`config.mk`:
```
export PLATFORM = sky130hd
export DESIGN_NAME = csr_fifo_endpoint
export DESIGN_NICKNAME = d
export VERILOG_FILES = /design/src/rtl/csr_fifo_endpoint.sv
export SDC_FILE = /design/constraint.sdc
export NUM_CORES = 1
export LEC_CHECK = 0
export ABC_AREA = 0
export CAP_MARGIN = 40
export CELL_PAD_IN_SITES_DETAIL_PLACEMENT = 1
export CELL_PAD_IN_SITES_GLOBAL_PLACEMENT = 1
export CORE_ASPECT_RATIO = 0.6
export CORE_MARGIN = 2
export CORE_UTILIZATION = 35
export DETAILED_ROUTE_END_ITERATION = 10
export PLACE_DENSITY_LB_ADDON = 0.1
export SLEW_MARGIN = 10
export SYNTH_ARGS = -nofsm -noshare
export SYNTH_HDL_FRONTEND = slang
export SYNTH_SLANG_ARGS = --single-unit
```
`constraint.sdc`:
```
create_clock -name clk -period 9.7 [get_ports clk]
set_input_delay 1.94 -clock clk [delete_from_list [all_inputs] [get_ports clk]]
set_output_delay 1.94 -clock clk [all_outputs]
set_load 0.005 [all_outputs]
```
`src/rtl/csr_fifo_endpoint.sv`:
```
// csr_fifo_endpoint: register-map FIFO endpoint; writes push words, read requests pop one word each.
// Latency: rvalid one cycle after a read-request edge on a non-empty FIFO; or one cycle after the write that fills a pending read.
// Backpressure: wready = (count < DEPTH), no bypass when full; pending reads time out after RD_TIMEOUT cycles with rdata = 0.
//
// Ports:
//   clk, rst            single clock, asynchronous active-high reset
//   wen/wdata/wready    write request (held until accepted) and acceptance
//   ren                 read request, rising edge detected (pulse or level)
//   rvalid/rdata        one-cycle read response strobe and data (held between strobes)
//   flush               synchronous clear of contents and read FSM
//   count               number of stored words
//   underflow           sticky: a read timed out (cleared only by rst)
module csr_fifo_endpoint #(
    parameter int DATA_W     = 24,
    parameter int DEPTH      = 8,
    parameter int RD_TIMEOUT = 16
) (
    input  logic                       clk,
    input  logic                       rst,
    input  logic                       wen,
    input  logic [DATA_W-1:0]          wdata,
    output logic                       wready,
    input  logic                       ren,
    output logic                       rvalid,
    output logic [DATA_W-1:0]          rdata,
    input  logic                       flush,
    output logic [$clog2(DEPTH):0]     count,
    output logic                       underflow
);

    localparam int AW = $clog2(DEPTH);
    localparam int CW = AW + 1;
    localparam int TW = $clog2(RD_TIMEOUT) + 1;

    typedef enum logic [1:0] {
        S_IDLE,
        S_PEND,
        S_RESP
    } state_t;

    state_t             state_q, state_d;
    logic [TW-1:0]      wait_q, wait_d;
    logic               tmo_q, tmo_d;
    logic [AW-1:0]      wr_ptr_q, wr_ptr_d;
    logic [AW-1:0]      rd_ptr_q, rd_ptr_d;
    logic [CW-1:0]      count_q, count_d;
    logic [DATA_W-1:0]  rdata_q, rdata_d;
    logic               underflow_q, underflow_d;
    logic               ren_q, ren_d;

    logic [DATA_W-1:0]  mem [DEPTH];

    logic               push;
    logic               pop;
    logic               req;
    logic [DATA_W-1:0]  resp_word;

    // wready depends only on registered count, never on the read side.
    assign wready    = (count_q < CW'(DEPTH));
    assign push      = wen && wready;
    assign req       = ren && !ren_q;
    // flush kills a response in flight; the head word then stays stored only
    // until the flush clears it on the same edge.
    assign rvalid    = (state_q == S_RESP) && !flush;
    assign pop       = rvalid && !tmo_q;
    assign resp_word = tmo_q ? '0 : mem[rd_ptr_q];
    assign rdata     = rvalid ? resp_word : rdata_q;
    assign count     = count_q;
    assign underflow = underflow_q;

    // Read FSM next-state
    always_comb begin
        state_d = state_q;
        wait_d  = wait_q;
        tmo_d   = tmo_q;
        unique case (state_q)
            S_IDLE: begin
                if (req) begin
                    if (count_q != '0) begin
                        state_d = S_RESP;
                        tmo_d   = 1'b0;
                    end else begin
                        state_d = S_PEND;
                        wait_d  = '0;
                    end
                end
            end
            S_PEND: begin
                // A word written this cycle is stored at the closing edge and
                // becomes the head, so it can be answered in the next cycle.
                if (count_q != '0 || push) begin
                    state_d = S_RESP;
                    tmo_d   = 1'b0;
                end else if (wait_q == TW'(RD_TIMEOUT - 1)) begin
                    state_d = S_RESP;
                    tmo_d   = 1'b1;
                end else begin
                    wait_d = wait_q + TW'(1);
                end
            end
            S_RESP: begin
                state_d = S_IDLE;
            end
            default: begin
                state_d = S_IDLE;
            end
        endcase
        if (flush) begin
            state_d = S_IDLE;
        end
    end

    // FIFO pointers, occupancy and response registers
    always_comb begin
        wr_ptr_d    = wr_ptr_q;
        rd_ptr_d    = rd_ptr_q;
        count_d     = count_q;
        rdata_d     = rdata;
        underflow_d = underflow_q | (rvalid && tmo_q);
        ren_d       = ren;
        if (flush) begin
            wr_ptr_d = '0;
            rd_ptr_d = '0;
            count_d  = '0;
        end else begin
            if (push) begin
                wr_ptr_d = wr_ptr_q + AW'(1);
            end
            if (pop) begin
                rd_ptr_d = rd_ptr_q + AW'(1);
            end
            unique case ({push, pop})
                2'b10:   count_d = count_q + CW'(1);
                2'b01:   count_d = count_q - CW'(1);
                default: count_d = count_q;
            endcase
        end
    end

    always_ff @(posedge clk or posedge rst) begin
        if (rst) begin
            state_q     <= S_IDLE;
            wait_q      <= '0;
            tmo_q       <= 1'b0;
            wr_ptr_q    <= '0;
            rd_ptr_q    <= '0;
            count_q     <= '0;
            rdata_q     <= '0;
            underflow_q <= 1'b0;
            ren_q       <= 1'b0;
        end else begin
            state_q     <= state_d;
            wait_q      <= wait_d;
            tmo_q       <= tmo_d;
            wr_ptr_q    <= wr_ptr_d;
            rd_ptr_q    <= rd_ptr_d;
            count_q     <= count_d;
            rdata_q     <= rdata_d;
            underflow_q <= underflow_d;
            ren_q       <= ren_d;
        end
    end

    // Storage array is not reset; only pointers and count define validity.
    always_ff @(posedge clk) begin
        if (push && !flush) begin
            mem[wr_ptr_q] <= wdata;
        end
    end

endmodule

```
Word-level counts from Yosys, hierarchy flattened:

Memories as Yosys holds them, arrays and structs flattened.
Index checks and enable logic that the tools add are counted.

* add/sub/neg operators: 5
* reduce and logical (&&, ||, !) cells: 19
* multiplexer cells: 26
* $lt $le $gt $ge: 1
* equal/unequal tests: 13
* bitwise gates (word level): 1

Operators by type and width (number)
* 2-to-1 mux 24 bit: 2
* 2-to-1 mux 5 bit: 4
* 2-to-1 mux 3 bit: 4
* 2-to-1 mux 2 bit: 5
* != test 2 bit (second input constant): 5
* one-hot mux 5 bit (2 select lines): 1
* one-hot mux 4 bit (2 select lines): 1
* adder 3 x 1 -> 3 bit (second input constant): 2
* logical AND 1 bit: 6
* 2-to-1 mux 1 bit: 6
* != test 3 bit (second input constant): 2
* nonzero test 2 bit: 3
* adder 5 x 1 -> 5 bit (second input constant): 1
* equality test 5 x 4 -> 1 bit (second input constant): 1
* AND reduction 5 bit: 1
* adder 4 x 1 -> 4 bit (second input constant): 1
* equality test 2 x 1 -> 1 bit (second input constant): 2
* equality test 2 bit (second input constant): 2
* less-than comparator 4 bit (second input constant): 1
* 2-to-1 mux 4 bit: 1
* != test 4 bit (second input constant): 1
* one-hot mux 2 bit (2 select lines): 1
* AND reduction 4 bit: 1
* nonzero test 4 bit: 1
* 8 further kinds: 10

* bits of input ports: 29
* output and inout port bits: 31
* memory bits (writable): 192
* memories: 1
* register bits: 44

Memory list
* mem: depth 8, width 24, rd ports 1, clocked after Yosys merged registers in 0, write ports 1, line 51 `logic [DATA_W-1:0] mem [DEPTH];`

Logic depth before layout (Yosys ltp):

Gate-level depths: netlist of run 1.

* depth after elaboration: 6
* mapped depth: 8

Worst setup path before layout of run 1:

No wires, ideal clock.

* path kind: input to output
* start point: in flush
* end point: out rdata[15]
* arrival time: 3191 ps
* setup slack: 4569 ps
* path buffers: 3
* stages: 5
* cell sequence: or4b_1 buf_6 clkbuf_1 clkbuf_1 o21ai_0

* longest elaborated chain between the ends: 3

Ends and longest elaborated chain
* from (decl): line 26 `input logic flush,`
* zero test 1 bit: line 64 `assign rvalid = (state_q == S_RESP) && !flush;`
* logical AND 1 bit: line 64
* 2-to-1 mux 24 bit: line 67 `assign rdata = rvalid ? resp_word : rdata_q;`
* to (decl): line 25 `output logic [DATA_W-1:0] rdata,`

No other way between the ends.

Worst setup path in the final report of run 1:

* start point: in flush
* end point: out rdata[7]

The elaborated chain is that of the path after synthesis.

==> results of run 1 <==
-- Yosys cell counts (2+ instances only) --
cell type    n
ha_1         6
nor3b_1      2
o21ai_0     31
nor2_1      17
edfxtp_1   192
or4_1        2
xor2_1       2
inv_1        7
a21oi_1      2
nand2_1     37
dfrtp_1     44
nor2b_1      4
nand3_1      3
buf_1        3
mux4_2      47
nor3_1       5
nand3b_1     3
o31ai_1      3
buf_2        6
nand2b_1     4
or3_1        2
clkbuf_1    12
mux2i_1     27
-- cell type report --
| type | count | area [um2] | share of cell area [%] |
|---|---|---|---|
| Clock buffer | 26 | 587 | 5.37 |
| Clock inverter | 16 | 126 | 1.16 |
| Inverter | 7 | 26.3 | 0.240 |
| Multi-Input combinational cell | 218 | 2190 | 20.0 |
| Sequential cell | 236 | 6870 | 62.8 |
| Tap cell | 352 | 440 | 4.03 |
| Timing Repair Buffer | 73 | 696 | 6.36 |
-- worst reg2reg max path: stages (launching register included) --
cell and delay [ns]:
dfrtp_1 0.46, and2b_1 0.54, or3b_2 0.57, nor2_2 0.55, buf_4 0.42
-- flip-flops by register name, summed over array words and instances (netlist names) --
register,count
mem,192
rdata_q,24
wait_q,5
count,4
rd_ptr_q,3
wr_ptr_q,3
state_q,2
ren_q,1
tmo_q,1
underflow,1
-- how the worst max path moves through the flow --
stage | start | to | slack, ns | depth (start not counted)
floorplan | flush | rdata[15] | 4.57 | 5
global placement | flush | rdata[18] | 3.32 | 5
detailed placement | flush | rdata[14] | 3.23 | 5
CTS | flush | rdata[7] | 3.22 | 5
global route | flush | rdata[16] | 3.13 | 5
finish | flush | rdata[7] | 3.31 | 5
-- routing by layer --
layer / track usage [%] / up-vias
li1: - / 2060
met1: 22.8 / 2392
met2: 24.6 / 73
met3: 2.88 / 37
met4: 3.95 / 0
met5: 0 / -
-- layout by cell type (no fill, tap or decap), types with 2 or more instances in the layout --
cell type / netlist / final
nor2_1: 17 / 11
o21ai_0: 31 / 31
nand2b_1: 4 / 4
clkdlybuf4s50_1: 0 / 59
nor3_1: 5 / 3
clkinv_1: 0 / 8
edfxtp_1: 192 / 192
or4_1: 2 / 2
bufinv_16: 0 / 2
xor2_1: 2 / 2
a21oi_1: 2 / 2
nor2b_1: 4 / 4
inv_1: 7 / 6
mux4_2: 47 / 47
clkbuf_1: 12 / 3
nor3_2: 0 / 2
clkbuf_16: 0 / 23
clkinv_2: 0 / 4
nand2_1: 37 / 37
dfrtp_1: 44 / 42
buf_4: 1 / 14
o31ai_1: 3 / 3
dfrtp_2: 0 / 2
nand3_1: 3 / 3
mux2i_1: 27 / 27
ha_1: 6 / 6
nor3b_1: 2 / 2
or3_1: 2 / 2
nand3b_1: 3 / 3
nor2_2: 0 / 6
-- cell families (layout without fill, tap and decap cells) --
| logic type | count (synthesis) | in the layout | synth area share [%] |
|---|---|---|---|
| DFF | 236 | 236 | 74.9 |
| and+or+nand+nor | 88 | 88 | 4.70 |
| muxes | 75 | 75 | 14.6 |
| AOI/OAI and AO/OA | 45 | 45 | 2.91 |
| buffers and inverters | 30 | 122 | 1.43 |
| adders and majority gates | 6 | 6 | 0.819 |
| xor gates and xnor gates | 4 | 4 | 0.587 |
-- report_power, final --
group / internal, mW / switching [mW] / leakage [nW]
Clock: 0.488 / 0.372 / 0.348
Sequential: 1.16 / 0.0241 / 2.31
Combinational: 0.141 / 0.114 / 0.948
==> impl_metrics.toml, run 1 <==
[status]
outcome = "finished clean"

[worst_setup_path]
r2r-end = "mem[4][13]$_DFFE_PP_"
critPathCaptureType = "output port"
crit_required_ns = 7.76
r2r_start = "count[3]$_DFFE_PP0P_"
r2r_slack_ns = 6.84
crit_fanout = 33
cp.buffers_inverters = 3
path_delay_family = "buffers and inverters"
cp_data_arrival_time_ns = 4.45
startpoint_type = "primary input"
path_cells = "clkdlybuf4s50_1, or4b_1, buf_4, o21ai_0, clkdlybuf4s50_1"
max_stage_delay_ns = 0.73
cp_slowest_cell = "clkdlybuf4s50_1"
r2r_cells = 4
cpMostUsedCell = "clkdlybuf4s50_1"
crit_type = "primary input to output port"

[yosys]
synthesis.area_um2 = 9160
synth_largest_area_cell = "edfxtp_1"
yosys-top-cells-area = "edfxtp_1, dfrtp_1, mux4_2"
synthArstFlopShare_pct = 18.6
ys_ff_latch = 236
yosysWarnings = 0
syn-instance-count = 484
syn-num-nets = 519
synth.avg_cell_area_um2 = 18.9
ys_seq_area_share_pct = 74.9
ys.flop_type = "edfxtp_1"
synth.distinct_cells = 46
synth_top_area_share_pct = 62.9
synth_edf_count = 192

[timing]
skew_ns = 0.0148
slew_headroom_pct = 46.5
min_period_ns = 6.39
setup_viol = 0
hold_violations = 0
tightest_slew_ns = 0.802
rsz0062_at_grt = "no"
fin_crit_sh_pct = 65.9
max_freq_ghz = 0.156
final_max_slew_viol_count = 0
setup_slack_ns = 3.31
setup_tns_ns = 0
hold_ws_ns = 0.456

[drt]
drc_errors = 0
dr_total_vias = 4562
drtAntennaViolNets = 0
wl_met1_um = 9970
routedWlPerCell_um = 21.8
top_layer = "met4"
finalWirelength_um = 20200
first_iter_violations = 243
wl_met3_um = 736
drt_first_pass_iters = 4
post_drt_via_cell_ratio = 4.92
met2_length_um = 9080

[worst_hold_path]
hp-start = "underflow$_DFF_PP0_"
hold_depth = 1
whs_endpoint = "underflow$_DFF_PP0_"
hold_path.class = "flip-flop to flip-flop"

[clocking]
cts_root_buf = "clkbuf_16"
numCtsBuffers = 23
clkTransAtPathRegs_ns = 0.06
cts_resized = 0
cts_tree = "built"
post-cts-setup-buffers = 0
cts_hold_buf = 0
clock_latency_ns = 0.52
h-tree-depth = 1
clockBufferDepth = 3
cts_sinks = 236

[final_layout]
finish.instance_area_um2 = 10900
n_antenna_cell = 0
fillCellCount = 2436
syn_to_final_growth_pct = 19.3
layoutNonFillerInstCount = 928
fin_util_pct = 42.9
nets = 594
layout-drive-gt1-share_pct = 18.8

[global_route]
gr-total-overflow = 0
grt_antenna_before_repair = 0
grt_usage_pct = 15.7
grt_pass1_vias = 5088
grt_max_degree = 45
grt_pass1_wl_um = 31800

[floorplanning]
die_h_um = 129
die_area_um2 = 27500
rows = 45
coreArea_um2 = 25500
initial_core_util_pct = 35.9
dieWidth_um = 213
io_pins = 60

[placed_design]
dp.cells = 886
gp_congestion = 0.691
place_area_um2 = 10200
dp_slack_ns = 3.23
dp_hpwl_um = 11900
port_buffers = 59

[power]
power_density_nw_per_um2 = 210
finalPower_mw = 2.30
leakage_nw = 3.60
peakVddDrop_mv = 0.104

[flow_run]
drv_cap = 0
(Power assumes the default switching activity.)
==> inputs of run 2 (changes only) <==
==> constraint.sdc (replaced) <==
create_clock -name clk -period 6.7 [get_ports clk]
set_input_delay 1.34 -clock clk [delete_from_list [all_inputs] [get_ports clk]]
set_output_delay 1.34 -clock clk [all_outputs]
set_load 0.005 [all_outputs]
==> run 2 against run 1 <==
  * Utilization increased by 0.46 points
  * Routed wire length decreased by 0.18%
  * Clock skew decreased by 0.0032 ns
  * Critical endpoint is now rdata[20]
  * Highest routed layer unchanged
==> impl_metrics.toml, run 2 (synthesis results as in run 1) <==
[power]
p_int_mw = 2.74
leakage_nw = 3.65
pwr-share-clk_pct = 40.1
power_density_nw_per_um2 = 316
p_seq_share_pct = 49.2
peakVddDrop_mv = 0.166
swShare_pct = 21.4
comb_power_share_pct = 10.7
p_sw_uw = 746

[global_route]
grt_pass1_wl_um = 31200
grt_max_degree = 45
grt_pass1_vias = 5010
grt_usage_pct = 15.5
gr-total-overflow = 0
grt_antenna_before_repair = 1

[worst_setup_path]
cp-endpoint = "rdata[20]"
max_stage_delay_ns = 0.85
r2r_slack_ns = 3.83
path_cells = "clkdlybuf4s50_1, buf_4, or4b_1, buf_4, o21ai_0, clkdlybuf4s50_1"
crit_type = "primary input to output port"
cp_data_arrival_time_ns = 4.08
path_depth = 6
crit_fanout = 19
cp.buffers_inverters = 4
cp-startpoint = "flush"
crit_required_ns = 5.36
r2r-end = "mem[4][1]$_DFFE_PP_"
cp_slowest_cell = "or4b_1"
path_delay_family = "buffers and inverters"
startpoint_type = "primary input"
r2r_start = "count[3]$_DFFE_PP0P_"
r2r_cells = 4
critPathCaptureType = "output port"

[final_layout]
largest-register = "mem"
syn_to_final_growth_pct = 20.6
reg_top3 = "mem (192), rdata_q (24), wait_q (5)"
largest_reg_flops = 192
finish.instance_area_um2 = 11100
layout-drive-gt1-share_pct = 19.4
final_cell_mix = "edfxtp_1, clkdlybuf4s50_1, mux4_2, dfrtp_1, nand2_1"
final_common_cell = "edfxtp_1"
fillCellCount = 2417
nets = 596

[timing]
skew_ns = 0.0116
min_period_ns = 5.42
slew_headroom_pct = 43.4
setup_viol = 0
max_freq_ghz = 0.184
setup_tns_ns = 0
setup_slack_ns = 1.28
fin_crit_sh_pct = 80.9
final_max_slew_viol_count = 0
rsz0062_at_grt = "no"
hold_violations = 0
tightest_slew_ns = 0.848

[drt]
drtAntennaViolNets = 0
post_drt_via_cell_ratio = 4.95
finalWirelength_um = 20200
first_iter_violations = 209
met2_length_um = 9300
dr_total_vias = 4608
drt_first_pass_iters = 4
drc_errors = 0
wl_met1_um = 9860
wl_met3_um = 667
top_layer = "met4"
routedWlPerCell_um = 21.7

[worst_hold_path]
hold_path.class = "flip-flop to flip-flop"

[clocking]
cts_resized = 0
cts_root_buf = "clkbuf_16"
clock_latency_ns = 0.52
h-tree-depth = 1
cts_sinks = 236
cts_tree = "built"
numCtsBuffers = 23
clkTransAtPathRegs_ns = 0.06
post-cts-setup-buffers = 0
clockBufferDepth = 3
cts_hold_buf = 0

[placed_design]
port_buffers = 59
dp_slack_ns = 1.28
gp_congestion = 0.677
dp_hpwl_um = 11600
place_area_um2 = 10200

[floorplanning]
dieWidth_um = 213
die_h_um = 129
die_area_um2 = 27500
initial_core_util_pct = 35.9
io_pins = 60
coreArea_um2 = 25500
rows = 45

[flow_run]
drv_cap = 0

[status]
outcome = "finished clean"
[run 2: worst min path at each step]
stage                          startpoint               endpoint  slack, ns  cells past startpoint
floorplan           wait_q[4]$_DFFE_PP0P_  wait_q[4]$_DFFE_PP0P_       0.45                      2
global placement      underflow$_DFF_PP0_    underflow$_DFF_PP0_       0.45                      1
detailed placement    underflow$_DFF_PP0_    underflow$_DFF_PP0_       0.47                      1
CTS                   underflow$_DFF_PP0_    underflow$_DFF_PP0_       0.49                      1
global route          underflow$_DFF_PP0_    underflow$_DFF_PP0_       0.51                      1
finish              rdata_q[12]$_DFF_PP0_  rdata_q[12]$_DFF_PP0_       0.49                      2
[run 2: power by group through the flow]
stage	clock network, mW	registers (mW)	logic [mW]
global placement	0	1.74	0.370
global route	1.49	1.73	0.418
CTS	1.44	1.72	0.381
floorplan	0	1.73	0.168
detailed placement	0	1.75	0.379
finish	1.40	1.72	0.372
[run 2: stage by stage]
stage	util (%)	total power [mW]	cells	hold WS (ns)
3_5_place_dp	40.1	2.13	888	0.475
6_report	43.3	3.49	930	0.487
4_1_cts	43.3	3.54	929	0.489
3_3_place_gp	40.1	2.11	888	0.450
2_1_floorplan	-	1.90	484	0.449
5_1_grt	43.3	3.64	930	0.512
[run 2: tightest hold or removal path: stages (launching register included)]
cell     delay, ns
dfrtp_1       0.32
nand2_1       0.04
o21ai_0       0.08
[run 2: final cells by class]
type / instances / area, um2 / share of cell area, %
diodes: 1 / 2.50 / 0.0226
repair buffers: 75 / 711 / 6.43
clock buffers: 31 / 636 / 5.75
multi-input cells: 218 / 2190 / 19.8
clock inverters: 10 / 176 / 1.60
flip-flops and latches: 236 / 6870 / 62.2
inverters: 7 / 26.3 / 0.238
well taps: 352 / 440 / 3.99
[run 2: metal layers]
layer	global-route usage [%]	vias up
met5	0	-
met4	3.46	0
met3	3.17	28
met2	24.4	60
met1	22.4	2453
li1	-	2067
==> inputs of run 3 (changes only) <==
==> constraint.sdc (replaced) <==
create_clock -name clk -period 4.6 [get_ports clk]
set_input_delay 0.92 -clock clk [delete_from_list [all_inputs] [get_ports clk]]
set_output_delay 0.92 -clock clk [all_outputs]
set_load 0.005 [all_outputs]
==> run 3 against run 2 <==
  * Setup slack got worse by 0.82 ns
  * Critical path depth fell by 1
  * Final cell count rose by 0.54%
  * Global-route usage rose by 0.38 points
  * Utilization rose by 0.69 points
  * Sequential power rose by 45%
==> impl_metrics.toml, run 3 (synthesis results as in run 1) <==
[timing]
tightest_slew_ns = 0.774
slew_headroom_pct = 48.4
hold_violations = 0
final_max_slew_viol_count = 0
min_period_ns = 4.14
setup_viol = 0
setup_tns_ns = 0
fin_crit_sh_pct = 90.0
skew_ns = 0.0195
rsz0062_at_grt = "no"
max_freq_ghz = 0.241

[placed_design]
dp_hpwl_um = 12100
place_area_um2 = 10300
port_buffers = 59
gp_congestion = 0.707

[clocking]
cts_hold_buf = 0
h-tree-depth = 1
cts_resized = 0
cts_tree = "built"
post-cts-setup-buffers = 0
clockBufferDepth = 3
clkTransAtPathRegs_ns = 0.06
cts_sinks = 236
cts_root_buf = "clkbuf_16"
numCtsBuffers = 24
clock_latency_ns = 0.53

[worst_setup_path]
crit_type = "flip-flop to output port"
cp.buffers_inverters = 2
path_cells = "buf_4, mux4_2, mux2i_1, o21ai_0, clkdlybuf4s50_1"
cp_data_arrival_time_ns = 3.22
critPathCaptureType = "output port"
max_stage_delay_ns = 0.87
path_delay_family = "buffers and inverters"
cp_slowest_cell = "dfrtp_2"
crit_required_ns = 3.68
startpoint_type = "flip-flop"
crit_fanout = 31

[global_route]
grt_pass1_vias = 5074
grt_usage_pct = 15.9
globalRoute.busiestLayer = "met2"
grt_max_degree = 34
met3_usage_pct = 2.62
grt_pass1_wl_um = 32100
gr-total-overflow = 0
grt_use_met1_pct = 23.9
grt_antenna_before_repair = 0
met2_usage_pct = 24.6

[final_layout]
final_common_cell = "edfxtp_1"
layout-drive-gt1-share_pct = 21.3
syn_to_final_growth_pct = 22.5
n_antenna_cell = 0
final_cell_mix = "edfxtp_1, clkdlybuf4s50_1, mux4_2, dfrtp_1, nand2_1"
nets = 600
largest-register = "mem"
largest_reg_flops = 192
reg_top3 = "mem (192), rdata_q (24), wait_q (5)"
finish.instance_area_um2 = 11200

[drt]
routedWlPerCell_um = 22.3
finalWirelength_um = 20800
drtAntennaViolNets = 0
drt_first_pass_iters = 4
drc_errors = 0
post_drt_via_cell_ratio = 4.91
dr_total_vias = 4595
first_iter_violations = 230

[floorplanning]
coreArea_um2 = 25500
io_pins = 60
die_h_um = 129
die_area_um2 = 27500
dieWidth_um = 213
rows = 45
initial_core_util_pct = 35.9

[status]
outcome = "finished clean"

[worst_hold_path]
hold_path.class = "flip-flop to flip-flop"

[power]
comb_power_share_pct = 10.6
p_int_mw = 4.09
pwr-share-clk_pct = 41.6
leakage_nw = 3.74
power_density_nw_per_um2 = 466
p_seq_share_pct = 47.8
swShare_pct = 21.8
p_sw_mw = 1.14
peakVddDrop_mv = 0.265

[flow_run]
drv_cap = 0
[run 3: cell count changes in the layout (fill, tap and decap cells not counted)]
cell,previous run,this run
buf_12,0,6
buf_4,16,13
clkbuf_1,5,2
clkbuf_16,23,24
clkbuf_8,3,6
clkinv_1,3,0
clkinv_2,0,4
clkinv_8,0,1
clkinvlp_4,2,1
diode_2,1,0
inv_6,0,1
[run 3: power by group through the flow]
stage	Clock [mW]	Combinational [mW]	Sequential, mW
floorplan	0	0.245	2.52
global placement	0	0.554	2.54
detailed placement	0	0.568	2.55
CTS	2.23	0.570	2.50
global route	2.32	0.622	2.52
finish	2.17	0.556	2.50
[run 3: layout make-up]
| type | count | area, um2 |
|---|---|---|
| Fill cell | 2418 | 14300 |
| Sequential cell | 236 | 6870 |
| Multi-Input combinational cell | 218 | 2190 |
| Timing Repair Buffer | 78 | 808 |
| Clock buffer | 32 | 691 |
| Tap cell | 352 | 440 |
| Clock inverter | 12 | 203 |
| Inverter | 7 | 26.3 |
[run 3: worst paths after layout]
check / from / end / slack, ns / cells past startpoint
setup / recovery: rd_ptr_q[1]$_DFFE_PP0P_ / rdata[23] / 0.46 / 5
hold / removal: underflow$_DFF_PP0_ / underflow$_DFF_PP0_ / 0.48 / 1
setup reg to reg: count[3]$_DFFE_PP0P_ / mem[6][12]$_DFFE_PP_ / 1.97 / 4
hold reg to reg: underflow$_DFF_PP0_ / underflow$_DFF_PP0_ / 0.48 / 1
max in group asynchronous: rst / rd_ptr_q[0]$_DFFE_PP0P_ / 2.96 / 3
min in group asynchronous: rst / rdata_q[19]$_DFF_PP0_ / 0.83 / 2
[run 3: through the flow]
| step | std cells | worst slack, ns | hold slack (ns) | utilization [%] | power [mW] |
|---|---|---|---|---|---|
| 2_1_floorplan | 484 | 0.640 | 0.449 | - | 2.77 |
| 3_5_place_dp | 891 | 0.453 | 0.464 | 40.5 | 3.12 |
| 3_3_place_gp | 891 | 0.467 | 0.445 | 40.5 | 3.10 |
| 5_1_grt | 935 | 0.212 | 0.512 | 44.0 | 5.45 |
| 6_report | 935 | 0.458 | 0.482 | 44.0 | 5.23 |
| 4_1_cts | 935 | 0.371 | 0.479 | 44.0 | 5.30 |
[run 3: metal layers]
metal,up-vias,wire (um)
met3,21,650
li1,2067,-
met2,59,9420
met1,2448,10400
met5,-,0
met4,0,317
